### config.mk
export PLATFORM = sky130hd
export DESIGN_NAME = draw_strings
export DESIGN_NICKNAME = d
export VERILOG_FILES = /design/src/rtl/draw_strings.sv
export SDC_FILE = /design/constraint.sdc
export NUM_CORES = 1
export LEC_CHECK = 0
export BUFFER_PORTS_ARGS = -buffer_cell sky130_fd_sc_hd__buf_4
export CORE_MARGIN = 1.5
export CORE_UTILIZATION = 52
export CTS_BUF_LIST = sky130_fd_sc_hd__clkbuf_4 sky130_fd_sc_hd__clkbuf_8 sky130_fd_sc_hd__clkbuf_16
export DETAILED_ROUTE_END_ITERATION = 8
export PLACE_DENSITY = 0.85
export SETUP_SLACK_MARGIN = 0.4
export SYNTH_ARGS = -nofsm -noshare
export SYNTH_HDL_FRONTEND = slang
export SYNTH_SLANG_ARGS = --single-unit
### constraint.sdc
create_clock -name clk -period 5.45 [get_ports clk]
set_clock_uncertainty 0.1 [all_clocks]
set_input_delay 1.09 -clock clk [delete_from_list [all_inputs] [get_ports clk]]
set_output_delay 1.09 -clock clk [all_outputs]
set_load 0.01 [all_outputs]
### src/rtl/draw_strings.sv
// -----------------------------------------------------------------------------
// draw_strings
//   Text overlay renderer for the VGA colour mux. Draws three statistics lines
//   ("SCORE nnnnnn", "LINES nnnnnn", "LEVEL nnnnnn") and, while the game is
//   over, a "GAME OVER" banner. Each 8x8 glyph is magnified by 2**SCALE_LOG2.
//   Statistics are sampled once per frame, at frame start, so a frame never
//   shows a mix of old and new values. Output latency is one clock, the same
//   as draw_field.
//
//   Optional feature macro: DRAW_STRINGS_GO_BLINK_EN
//     defined   : banner shown only while frame_cnt[BLINK_BIT] == 0
//     undefined : banner shown steadily while game over
//
// Ports
//   clk                 in   pixel clock
//   reset_n             in   asynchronous active-low reset
//   pix_x_i, pix_y_i    in   current pixel coordinate (PIX_WIDTH bits)
//   gd_score            in   6 BCD digits, [23:20] most significant
//   gd_lines            in   6 BCD digits
//   gd_level            in   6 BCD digits
//   gd_game_over_state  in   game-over flag
//   vga_data_o          out  {R,G,B} of the text pixel, 0 when not set
//   vga_data_en_o       out  1 when a text pixel is set at this coordinate
// -----------------------------------------------------------------------------
module draw_strings #(
    parameter int          PIX_WIDTH  = 12,
    parameter int          SCALE_LOG2 = 2,
    parameter int          STAT_X0    = 800,
    parameter int          SCORE_Y0   = 200,
    parameter int          LINES_Y0   = 264,
    parameter int          LEVEL_Y0   = 328,
    parameter int          GO_X0      = 496,
    parameter int          GO_Y0      = 480,
    parameter logic [23:0] TEXT_COLOR = 24'hFFFFFF,
    parameter logic [23:0] GO_COLOR   = 24'hFF0000,
    parameter int          BLINK_BIT  = 5
) (
    input  logic                 clk,
    input  logic                 reset_n,
    input  logic [PIX_WIDTH-1:0] pix_x_i,
    input  logic [PIX_WIDTH-1:0] pix_y_i,
    input  logic [23:0]          gd_score,
    input  logic [23:0]          gd_lines,
    input  logic [23:0]          gd_level,
    input  logic                 gd_game_over_state,
    output logic [23:0]          vga_data_o,
    output logic                 vga_data_en_o
);

    localparam int CHAR_PX = 8 << SCALE_LOG2;

    // Rectangle bounds: inclusive low edge, exclusive high edge.
    localparam logic [PIX_WIDTH-1:0] STAT_X_LO  = PIX_WIDTH'(STAT_X0);
    localparam logic [PIX_WIDTH-1:0] STAT_X_HI  = PIX_WIDTH'(STAT_X0 + 12 * CHAR_PX);
    localparam logic [PIX_WIDTH-1:0] SCORE_Y_LO = PIX_WIDTH'(SCORE_Y0);
    localparam logic [PIX_WIDTH-1:0] SCORE_Y_HI = PIX_WIDTH'(SCORE_Y0 + CHAR_PX);
    localparam logic [PIX_WIDTH-1:0] LINES_Y_LO = PIX_WIDTH'(LINES_Y0);
    localparam logic [PIX_WIDTH-1:0] LINES_Y_HI = PIX_WIDTH'(LINES_Y0 + CHAR_PX);
    localparam logic [PIX_WIDTH-1:0] LEVEL_Y_LO = PIX_WIDTH'(LEVEL_Y0);
    localparam logic [PIX_WIDTH-1:0] LEVEL_Y_HI = PIX_WIDTH'(LEVEL_Y0 + CHAR_PX);
    localparam logic [PIX_WIDTH-1:0] GO_X_LO    = PIX_WIDTH'(GO_X0);
    localparam logic [PIX_WIDTH-1:0] GO_X_HI    = PIX_WIDTH'(GO_X0 + 9 * CHAR_PX);
    localparam logic [PIX_WIDTH-1:0] GO_Y_LO    = PIX_WIDTH'(GO_Y0);
    localparam logic [PIX_WIDTH-1:0] GO_Y_HI    = PIX_WIDTH'(GO_Y0 + CHAR_PX);

`ifdef DRAW_STRINGS_GO_BLINK_EN
    localparam logic BLINK_EN = 1'b1;
`else
    localparam logic BLINK_EN = 1'b0;
`endif

    // Digits take codes 0-9 so a BCD nibble casts straight to its glyph.
    typedef enum logic [4:0] {
        CH_0, CH_1, CH_2, CH_3, CH_4, CH_5, CH_6, CH_7, CH_8, CH_9,
        CH_A, CH_C, CH_E, CH_G, CH_I, CH_L, CH_M, CH_N, CH_O, CH_R,
        CH_S, CH_V, CH_SP
    } char_t;

    typedef enum logic [2:0] {
        SEL_NONE, SEL_GO, SEL_SCORE, SEL_LINES, SEL_LEVEL
    } sel_t;

    // -------------------------------------------------------------------------
    // Font ROM: 8 rows per glyph, top row in the top byte, bit 7 = leftmost.
    // NOTE: the font is pure combinational constant logic, so there is no
    // storage here to reset.
    // -------------------------------------------------------------------------
    function automatic logic [7:0] glyph_bits(input char_t c, input logic [2:0] row);
        logic [63:0] g;
        case (c)
            CH_0:    g = 64'h3C666E7666663C00;
            CH_1:    g = 64'h1838181818187E00;
            CH_2:    g = 64'h3C66060C30607E00;
            CH_3:    g = 64'h3C66061C06663C00;
            CH_4:    g = 64'h0C1C3C6C7E0C0C00;
            CH_5:    g = 64'h7E607C0606663C00;
            CH_6:    g = 64'h3C607C6666663C00;
            CH_7:    g = 64'h7E060C1830303000;
            CH_8:    g = 64'h3C66663C66663C00;
            CH_9:    g = 64'h3C66663E060C3800;
            CH_A:    g = 64'h183C66667E666600;
            CH_C:    g = 64'h3C66606060663C00;
            CH_E:    g = 64'h7E60607C60607E00;
            CH_G:    g = 64'h3C66606E66663C00;
            CH_I:    g = 64'h3C18181818183C00;
            CH_L:    g = 64'h6060606060607E00;
            CH_M:    g = 64'h63777F6B63636300;
            CH_N:    g = 64'h66767E7E6E666600;
            CH_O:    g = 64'h3C66666666663C00;
            CH_R:    g = 64'h7C66667C786C6600;
            CH_S:    g = 64'h3C66603C06663C00;
            CH_V:    g = 64'h66666666663C1800;
            default: g = 64'h0;
        endcase
        // Row r occupies bits [63-8r -: 8]; {~r,3'b111} == 63-8r.
        return g[{~row, 3'b111} -: 8];
    endfunction

    function automatic char_t label_char(input sel_t s, input logic [3:0] idx);
        char_t c;
        c = CH_SP;
        case (s)
            SEL_SCORE: case (idx)
                4'd0: c = CH_S;  4'd1: c = CH_C;  4'd2: c = CH_O;
                4'd3: c = CH_R;  4'd4: c = CH_E;  default: c = CH_SP;
            endcase
            SEL_LINES: case (idx)
                4'd0: c = CH_L;  4'd1: c = CH_I;  4'd2: c = CH_N;
                4'd3: c = CH_E;  4'd4: c = CH_S;  default: c = CH_SP;
            endcase
            SEL_LEVEL: case (idx)
                4'd0: c = CH_L;  4'd1: c = CH_E;  4'd2: c = CH_V;
                4'd3: c = CH_E;  4'd4: c = CH_L;  default: c = CH_SP;
            endcase
            default: c = CH_SP;
        endcase
        return c;
    endfunction

    function automatic char_t banner_char(input logic [3:0] idx);
        char_t c;
        case (idx)
            4'd0: c = CH_G;  4'd1: c = CH_A;  4'd2: c = CH_M;
            4'd3: c = CH_E;  4'd5: c = CH_O;  4'd6: c = CH_V;
            4'd7: c = CH_E;  4'd8: c = CH_R;  default: c = CH_SP;
        endcase
        return c;
    endfunction

    // Character positions 6..11 carry the BCD digits, most significant first.
    // Nibbles 10-15 are not valid BCD and draw as blank.
    function automatic char_t digit_char(input logic [23:0] bcd, input logic [3:0] idx);
        logic [3:0] nib;
        case (idx)
            4'd6:    nib = bcd[23:20];
            4'd7:    nib = bcd[19:16];
            4'd8:    nib = bcd[15:12];
            4'd9:    nib = bcd[11:8];
            4'd10:   nib = bcd[7:4];
            default: nib = bcd[3:0];
        endcase
        return (nib < 4'd10) ? char_t'({1'b0, nib}) : CH_SP;
    endfunction

    // -------------------------------------------------------------------------
    // Frame tracking and statistics snapshot
    // -------------------------------------------------------------------------
    logic [PIX_WIDTH-1:0] prev_y;
    logic [23:0]          sh_score, sh_lines, sh_level;
    logic                 sh_game_over;
    logic [7:0]           frame_cnt;
    logic                 frame_start;

    assign frame_start = (pix_y_i == '0) && (prev_y != '0);

    // NOTE: state registers use non-blocking assignments so every flop samples
    // the pre-edge values, independent of statement order.
    always_ff @(posedge clk or negedge reset_n) begin
        if (!reset_n) begin
            prev_y       <= '0;
            sh_score     <= '0;
            sh_lines     <= '0;
            sh_level     <= '0;
            sh_game_over <= 1'b0;
            frame_cnt    <= '0;
        end else begin
            prev_y <= pix_y_i;
            if (frame_start) begin
                sh_score     <= gd_score;
                sh_lines     <= gd_lines;
                sh_level     <= gd_level;
                sh_game_over <= gd_game_over_state;
                frame_cnt    <= frame_cnt + 8'd1;
            end
        end
    end

    logic go_visible;
    assign go_visible = sh_game_over && (!BLINK_EN || !frame_cnt[BLINK_BIT]);

    // -------------------------------------------------------------------------
    // Hit test and glyph lookup
    // -------------------------------------------------------------------------
    sel_t                 sel;
    logic [PIX_WIDTH-1:0] org_x, org_y, rel_x, rel_y;
    logic [3:0]           char_idx;
    logic [2:0]           glyph_col, glyph_row;
    char_t                ch;
    logic [7:0]           row_bits;
    logic [23:0]          color;
    logic                 in_stat_x, pix_on;

    // NOTE: every variable gets a default at the top of the block so no path
    // leaves one unassigned, which would infer a latch.
    always_comb begin
        sel   = SEL_NONE;
        org_x = '0;
        org_y = '0;
        ch    = CH_SP;
        color = TEXT_COLOR;

        in_stat_x = (pix_x_i >= STAT_X_LO) && (pix_x_i < STAT_X_HI);

        // Banner is tested first so it wins wherever it overlaps a stat line.
        if (go_visible && pix_x_i >= GO_X_LO && pix_x_i < GO_X_HI &&
            pix_y_i >= GO_Y_LO && pix_y_i < GO_Y_HI) begin
            sel = SEL_GO;    org_x = GO_X_LO;   org_y = GO_Y_LO;
        end else if (in_stat_x && pix_y_i >= SCORE_Y_LO && pix_y_i < SCORE_Y_HI) begin
            sel = SEL_SCORE; org_x = STAT_X_LO; org_y = SCORE_Y_LO;
        end else if (in_stat_x && pix_y_i >= LINES_Y_LO && pix_y_i < LINES_Y_HI) begin
            sel = SEL_LINES; org_x = STAT_X_LO; org_y = LINES_Y_LO;
        end else if (in_stat_x && pix_y_i >= LEVEL_Y_LO && pix_y_i < LEVEL_Y_HI) begin
            sel = SEL_LEVEL; org_x = STAT_X_LO; org_y = LEVEL_Y_LO;
        end

        // Origin is zero when nothing is hit, so the subtraction never wraps.
        rel_x     = pix_x_i - org_x;
        rel_y     = pix_y_i - org_y;
        char_idx  = 4'(rel_x >> (3 + SCALE_LOG2));
        glyph_col = 3'(rel_x >> SCALE_LOG2);
        glyph_row = 3'(rel_y >> SCALE_LOG2);

        case (sel)
            SEL_GO: begin
                ch    = banner_char(char_idx);
                color = GO_COLOR;
            end
            SEL_SCORE: ch = (char_idx < 4'd6) ? label_char(sel, char_idx) : digit_char(sh_score, char_idx);
            SEL_LINES: ch = (char_idx < 4'd6) ? label_char(sel, char_idx) : digit_char(sh_lines, char_idx);
            SEL_LEVEL: ch = (char_idx < 4'd6) ? label_char(sel, char_idx) : digit_char(sh_level, char_idx);
            default:   ch = CH_SP;
        endcase

        row_bits = glyph_bits(ch, glyph_row);
        pix_on   = (sel != SEL_NONE) && row_bits[~glyph_col];
    end

    // -------------------------------------------------------------------------
    // Output register (single pipeline stage)
    // -------------------------------------------------------------------------
    always_ff @(posedge clk or negedge reset_n) begin
        if (!reset_n) begin
            vga_data_o    <= '0;
            vga_data_en_o <= 1'b0;
        end else begin
            vga_data_o    <= pix_on ? color : 24'h0;
            vga_data_en_o <= pix_on;
        end
    end

endmodule

==> results of run 1 <==
==> sequential cells by signal (all words and copies together) (netlist names) <==
name / count
go_visible: 1
sh_score: 24
sh_level: 24
sh_lines: 24
prev_y: 12
vga_data_o: 2
==> worst reg2reg max path, stage by stage, from the launching register on <==
cell	delay (ps)
dfrtp_1	350
nand3_1	100
or4_4	570
clkinv_8	90
ha_4	140
fa_2	520
ha_4	260
buf_6	140
a222oi_1	440
nand2_1	180
nor2_2	120
o32a_1	200
o2111ai_2	160
o21ai_2	110
a2bb2oi_2	70
a21o_1	200
nor2_4	150
inv_2	90
buf_6	120
ha_4	200
a31oi_1	330
a311oi_4	100
o21bai_1	180
o21ai_1	100
o311ai_1	320
a31oi_1	100
o31ai_2	320
nor3_2	70
==> path summary, 6_finish.rpt <==
path,slack (ps),start,endpoint
worst max-delay path,-1370,pix_x_i[5],vga_data_o[22]
worst min-delay path,420,sh_level[13],sh_level[13]
worst max register to register,-530,go_visible,vga_data_o[22]
min in group asynchronous,840,reset_n,sh_lines[14]
worst min register to register,420,sh_level[13],sh_level[13]
max in group asynchronous,3720,reset_n,prev_y[3]
==> synth_stat cells (6+ instances only) <==
cell,n
nand3b_1,6
nand4_1,10
and3_1,6
a31oi_1,19
nor3_1,24
a22o_1,9
dfrtp_1,87
a222oi_1,10
nor4_1,9
nand3_1,30
a21oi_1,34
mux2i_1,13
ha_1,18
o31ai_1,9
a22oi_1,7
inv_1,13
buf_2,10
nand2_1,50
nand2b_1,6
or3_1,10
a211oi_1,8
nor2_1,58
o211ai_1,11
a221o_1,6
mux2_2,76
buf_4,28
o21ai_0,45
clkbuf_1,33
==> cell type report <==
type	count	area, µm²	share of cell area (%)
antenna	1	2.502	0.02310
clock buffer	9	225.2	2.079
clock inverter	7	97.59	0.9008
inverter	16	75.07	0.6929
multi-input combinational	612	5009	46.23
sequential	87	2177	20.09
tap	176	220.2	2.033
timing repair buffer	384	3028	27.95
==> cells by family after synthesis <==
| logic type | count (synthesis) | share of synthesized area, % |
|---|---|---|
| buffers and inverters | 92 | 6.973 |
| adder cells (fa/ha/maj) | 19 | 3.434 |
| multiplexers | 90 | 13.96 |
| AO/OA/AOI/OAI | 246 | 25.44 |
| flip-flops | 87 | 30.48 |
| AND/OR/NAND/NOR | 249 | 18.62 |
| XOR/XNOR | 8 | 1.086 |
==> power by group through the flow <==
| stage | Sequential [µW] | Combinational, µW | Clock (µW) |
|---|---|---|---|
| finish | 660 | 465 | 688 |
| global route | 660 | 477 | 713 |
| CTS | 659 | 426 | 678 |
| detailed placement | 672 | 392 | 0 |
| global placement | 671 | 381 | 0 |
| floorplan | 669 | 172 | 0 |
==> stage by stage <==
stage          util, %  setup slack (ps)  cell area, µm²  power (µW)
2_1_floorplan        -             -1075            7440       841.0
3_3_place_gp     73.35             -1907            9791        1052
3_5_place_dp     73.35             -2022            9791        1063
4_1_cts          80.53             -1126           10750        1764
5_1_grt          81.15             -1525           10830        1851
6_report         81.17             -1369           10830        1813
==> layer usage <==
| layer | GRT usage (%) | wire, µm | up-vias |
|---|---|---|---|
| li1 | - | - | 3674 |
| met1 | 58.33 | 12340 | 4310 |
| met2 | 75.18 | 15420 | 966 |
| met3 | 15.42 | 4745 | 293 |
| met4 | 28.42 | 2774 | 0 |
| met5 | 0 | 0 | - |
==> repair_timing <==
item,4_1_cts,5_1_grt
cloned,2,0
endpoints found under the setup margin,2,2
pin swaps,54,19
buffers inserted,26,7
gates resized for setup,77,7
==> flow_summary_export.csv, run 1 <==
group,metric,value,unit
logic_synthesis,proportion_of_netlist_area_held_by_the_largest_area_contributor,30.48,%
floorplan,fp.coreArea,13350,µm²
min_path,hold_path_class,"reg -> reg",
power,netSwitchingPower,575.6,µW
clocking,cts.root.buffer_cell,"clkbuf_16",
logic_synthesis,synth_edf_count,0,
route,route.antenna.remaining_nets,0,
logic_synthesis,synthTopCellsByArea,"dfrtp_1, mux2_2, ha_1",
route,vias_per_cell,7.154,
setup_path,critical_path_arrival,6950,ps
floorplan,core.rowCount,42,
clocking,clock_tree_from_tritoncts,"yes",
logic_synthesis,postSynthNetCount,909,
layout,area_growth,51.70,%
route,wl,35.28,mm
route,detail_route.drc_violations,0,
timing,timing_worst_slew_pin_value,1086,ps
setup_path,ff2ff_path_depth,27,
layout,num-nets-final,1228,
global_route,grt_usage,48.17,%
clocking,path_clk_slew,80,ps
timing,tns,-2732,ps
timing,hold-worst-slack,418.4,ps
clocking,numCtsBuffers,9,
power,power_frac_clock,38.0,%
logic_synthesis,synth.cell_area,7142,µm²
global_route,grt_max_degree,88,
route,detail_route.iter0.violations,1708,
power,power.combinational.fraction,25.6,%
floorplan,ioPinCount,124,
setup_path,worstPathRequired,5580,ps
timing,final.setup.worst_slack,-1369,ps
layout,finish.cell_count_without_fillers,1292,
timing,hold_viol_final,0,
logic_synthesis,asyncSetResetFlopFracSynth,100.0,%
placement,gp_congestion,1.055,
logic_synthesis,synth_top_cell_by_area,"dfrtp_1",
timing,maxSlewHeadroom,27.57,%
clocking,clk_latency,360,ps
timing,finalSetupViolCount,2,
timing,timing.final.max_slew_violations,0,
setup_path,worstPathBufferInverterCount,5,
route,dr_total_vias,9243,
clocking,max-clock-path-buffers,2,
logic_synthesis,yosys_most_used_dff,"dfrtp_1",
logic_synthesis,seq_area_frac_synth,30.48,%
global_route,grt_antenna_before_repair,1,
clocking,cts_hold_repair.buffers,0,
setup_path,endpoint_type_of_the_worst_setup_path,"flip-flop",
layout,drive_gt1_share,53.36,%
logic_synthesis,synthesis.instances,791,
clocking,cts_sinks,87,
global_route,first_global_vias,9247,
run,max_cap_violations,0,
floorplan,initial_utilization,53.51,%
route,drt-wirelength-per-cell,27.31,µm
floorplan,die_area,14450,µm²
timing,post-route-min-period,6819,ps
logic_synthesis,synth_cell_types,95,
power,power.share.sequential,36.4,%
timing,grt_setup_unrepaired,"true",
setup_path,critPathMaxStageDelay,520,ps
min_path,worst_hold_path.num_cells,1,
power,vdd_ir_max,0.2061,mV
outcome,violations,"setup timing",
setup_path,timing.critical_path.fanout_max,8,
power,total_leakage_power,0.005030,µW
power,p_sw_share,31.75,%
route,drt_pass1_iterations,9,
floorplan,die_height,120.2,µm
global_route,gr-total-overflow,0,
placement,buffers_on_ports,121,
layout,most_frequent_standard_cell_in_the_layout_excluding_fill_and_tap_cells,"buf_4",
setup_path,slowest_stage,"fa_2",
timing,max_freq,146.6,MHz
setup_path,cp.depth,29,
outcome,status,"complete, but fails checks",
power,power_per_unit_of_standard_cell_area,167.3,nW/µm²
global_route,grt_pass1_wl,52.56,mm
power,internal_power,1237,µW
placement,dp.final_hpwl,23.30,mm
floorplan,chipWidth,120.2,µm
layout,fillerInstances,785,
clocking,cts_htree_levels,3,
layout,layout.cells.most_common_list,"buf_4, dfrtp_1, mux2_2",
setup_path,startpoint_to_endpoint_class_of_the_critical_path,"in -> reg",
logic_synthesis,synth.yosys.warnings,0,
setup_path,top_family_by_delay_on_critical_path,"compound AO/OA/AOI/OAI gates",
logic_synthesis,post_synth.cell_area_avg,9.029,µm²
logic_synthesis,ys_seq_elements,87,
timing,final.period_utilization,125.1,%
placement,post-place-cells,1240,
setup_path,critical_path_source_type,"primary input",
Power figures use the tool's default switching activity.
==> inputs of run 2 (changes only) <==
Settings changed: CORE_UTILIZATION 52 to 53, CTS_BUF_LIST sky130_fd_sc_hd__clkbuf_4 sky130_fd_sc_hd__clkbuf_8 sky130_fd_sc_hd__clkbuf_16 to sky130_fd_sc_hd__clkbuf_8, PLACE_DENSITY 0.85 to 0.86.
==> flow_summary_export.csv, run 2 (synthesis results as in run 1) <==
group,metric,value,unit
setup_path,critPathMaxStageDelay,530,ps
setup_path,ff2ff_path_depth,27,
floorplan,initial_utilization,54.15,%
timing,timing.final.max_slew_violations,0,
clocking,clk_latency,400,ps
clocking,cts_htree_levels,3,
timing,maxSlewHeadroom,27.26,%
setup_path,critical_path_arrival,6960,ps
setup_path,worstPathRequired,5650,ps
timing,post-route-min-period,6765,ps
layout,drive_gt1_share,51.79,%
route,drt_pass1_iterations,6,
power,vdd_ir_max,0.2035,mV
placement,cell_area_reported_after_detailed_placement,9776,µm²
layout,area_growth,47.21,%
timing,max_freq,147.8,MHz
layout,stdcell_area,10510,µm²
timing,grt_setup_unrepaired,"true",
floorplan,core.rowCount,42,
placement,post-place-cells,1238,
clocking,path_clk_slew,120,ps
setup_path,endpoint_type_of_the_worst_setup_path,"flip-flop",
setup_path,startpoint_to_endpoint_class_of_the_critical_path,"in -> reg",
route,dr_total_vias,8905,
route,drt-wirelength-per-cell,24.61,µm
timing,finalSetupViolCount,2,
setup_path,reg2reg_slack,-470,ps
clocking,clock_tree_from_tritoncts,"yes",
route,detail_route.iter0.violations,1468,
min_path,worst_hold_path.num_cells,1,
layout,layout.cells.most_common_list,"buf_4, dfrtp_1, mux2_2",
min_path,sink_of_the_worst_hold_path,"sh_score[6]",
setup_path,timing.critical_path.fanout_max,7,
setup_path,worstPathBufferInverterCount,9,
route,detail_route.drc_violations,0,
floorplan,ioPinCount,124,
global_route,grt_usage,43.02,%
layout,fin_util,79.71,%
route,vias_per_cell,6.892,
clocking,cts.root.buffer_cell,"clkbuf_8",
route,wl,31.79,mm
global_route,first_global_vias,8733,
power,power_per_unit_of_standard_cell_area,152.1,nW/µm²
global_route,grt_max_degree,88,
min_path,hold_path_class,"reg -> reg",
layout,finish.cell_count_without_fillers,1292,
power,total_leakage_power,0.004945,µW
global_route,gr-total-overflow,0,
timing,timing_worst_slew_pin_value,1091,ps
clocking,max-clock-path-buffers,2,
floorplan,die_area,14180,µm²
timing,hold-worst-slack,424.0,ps
setup_path,slowest_stage,"fa_2",
layout,layout_top_registers,"sh_level x24, sh_lines x24, sh_score x24",
setup_path,r2r_end,"vga_data_o[15]",
layout,most_frequent_standard_cell_in_the_layout_excluding_fill_and_tap_cells,"buf_4",
timing,final.setup.worst_slack,-1315,ps
timing,final.period_utilization,124.1,%
timing,hold_viol_final,0,
outcome,violations,"setup timing",
clocking,cts_hold_repair.buffers,0,
min_path,hold_path_startpoint,"sh_score[6]",
floorplan,chipWidth,119.1,µm
global_route,grt_pass1_wl,47.01,mm
global_route,grt_antenna_before_repair,0,
outcome,status,"complete, but fails checks",
placement,gp_congestion,1.079,
layout,num-nets-final,1229,
placement,dp.final_hpwl,22.46,mm
clocking,numCtsBuffers,9,
placement,buffers_on_ports,121,
run,max_cap_violations,0,
clocking,cts_sinks,87,
setup_path,top_family_by_delay_on_critical_path,"compound AO/OA/AOI/OAI gates",
layout,diodes,0,
setup_path,crit_path_frequent_cell,"buf_6",
setup_path,critical_path_source_type,"primary input",
floorplan,die_height,119.1,µm
floorplan,fp.coreArea,13190,µm²
route,route.antenna.remaining_nets,0,
setup_path,r2r-start,"go_visible",
## run 2: worst max-delay path by stage
stage,startpoint,end,cells after the start
after floorplan,pix_x_i[5],vga_data_o[15],29
after global placement,pix_x_i[5],vga_data_o[22],29
after detailed placement,pix_x_i[5],vga_data_o[22],30
after CTS,pix_x_i[5],vga_data_o[15],31
after global routing,pix_x_i[5],vga_data_o[22],30
final,pix_x_i[5],vga_data_o[15],29
## run 2: cell type report
cell class / instances / area [µm²]
Clock buffer: 9 / 123.9
Clock inverter: 7 / 73.82
Fill cell: 795 / 2676
Inverter: 16 / 75.07
Multi-Input combinational cell: 612 / 4863
Sequential cell: 87 / 2177
Tap cell: 176 / 220.2
Timing Repair Buffer: 385 / 2980
## run 2: repair_timing
item | 4_1_cts | 5_1_grt
setup endpoints to repair | 2 | 2
pin swaps | 27 | 15
buffers inserted | 24 | 14
gates resized for setup | 51 | 10
## run 2: power breakdown
part | switching, µW | internal [µW]
logic | 237 | 209
clock network | 313 | 181
registers | 5.26 | 654
## run 2: per-layer routing
metal	track usage (%)	vias up	wire, µm
li1	-	3672	-
met1	53.61	4176	11120
met2	69.91	847	14530
met3	10.82	210	4191
met4	20.48	0	1950
met5	0	-	0
## run 2: stage by stage
stage                     setup slack, ps  setup TNS, ps  power [µW]
final                               -1315          -2629        1599
after global routing                -1481          -2958        1633
after CTS                          -917.9          -1802        1548
after detailed placement            -1710          -3419        1059
after global placement              -1575          -3148        1049
after floorplan                     -1075          -2151       841.0
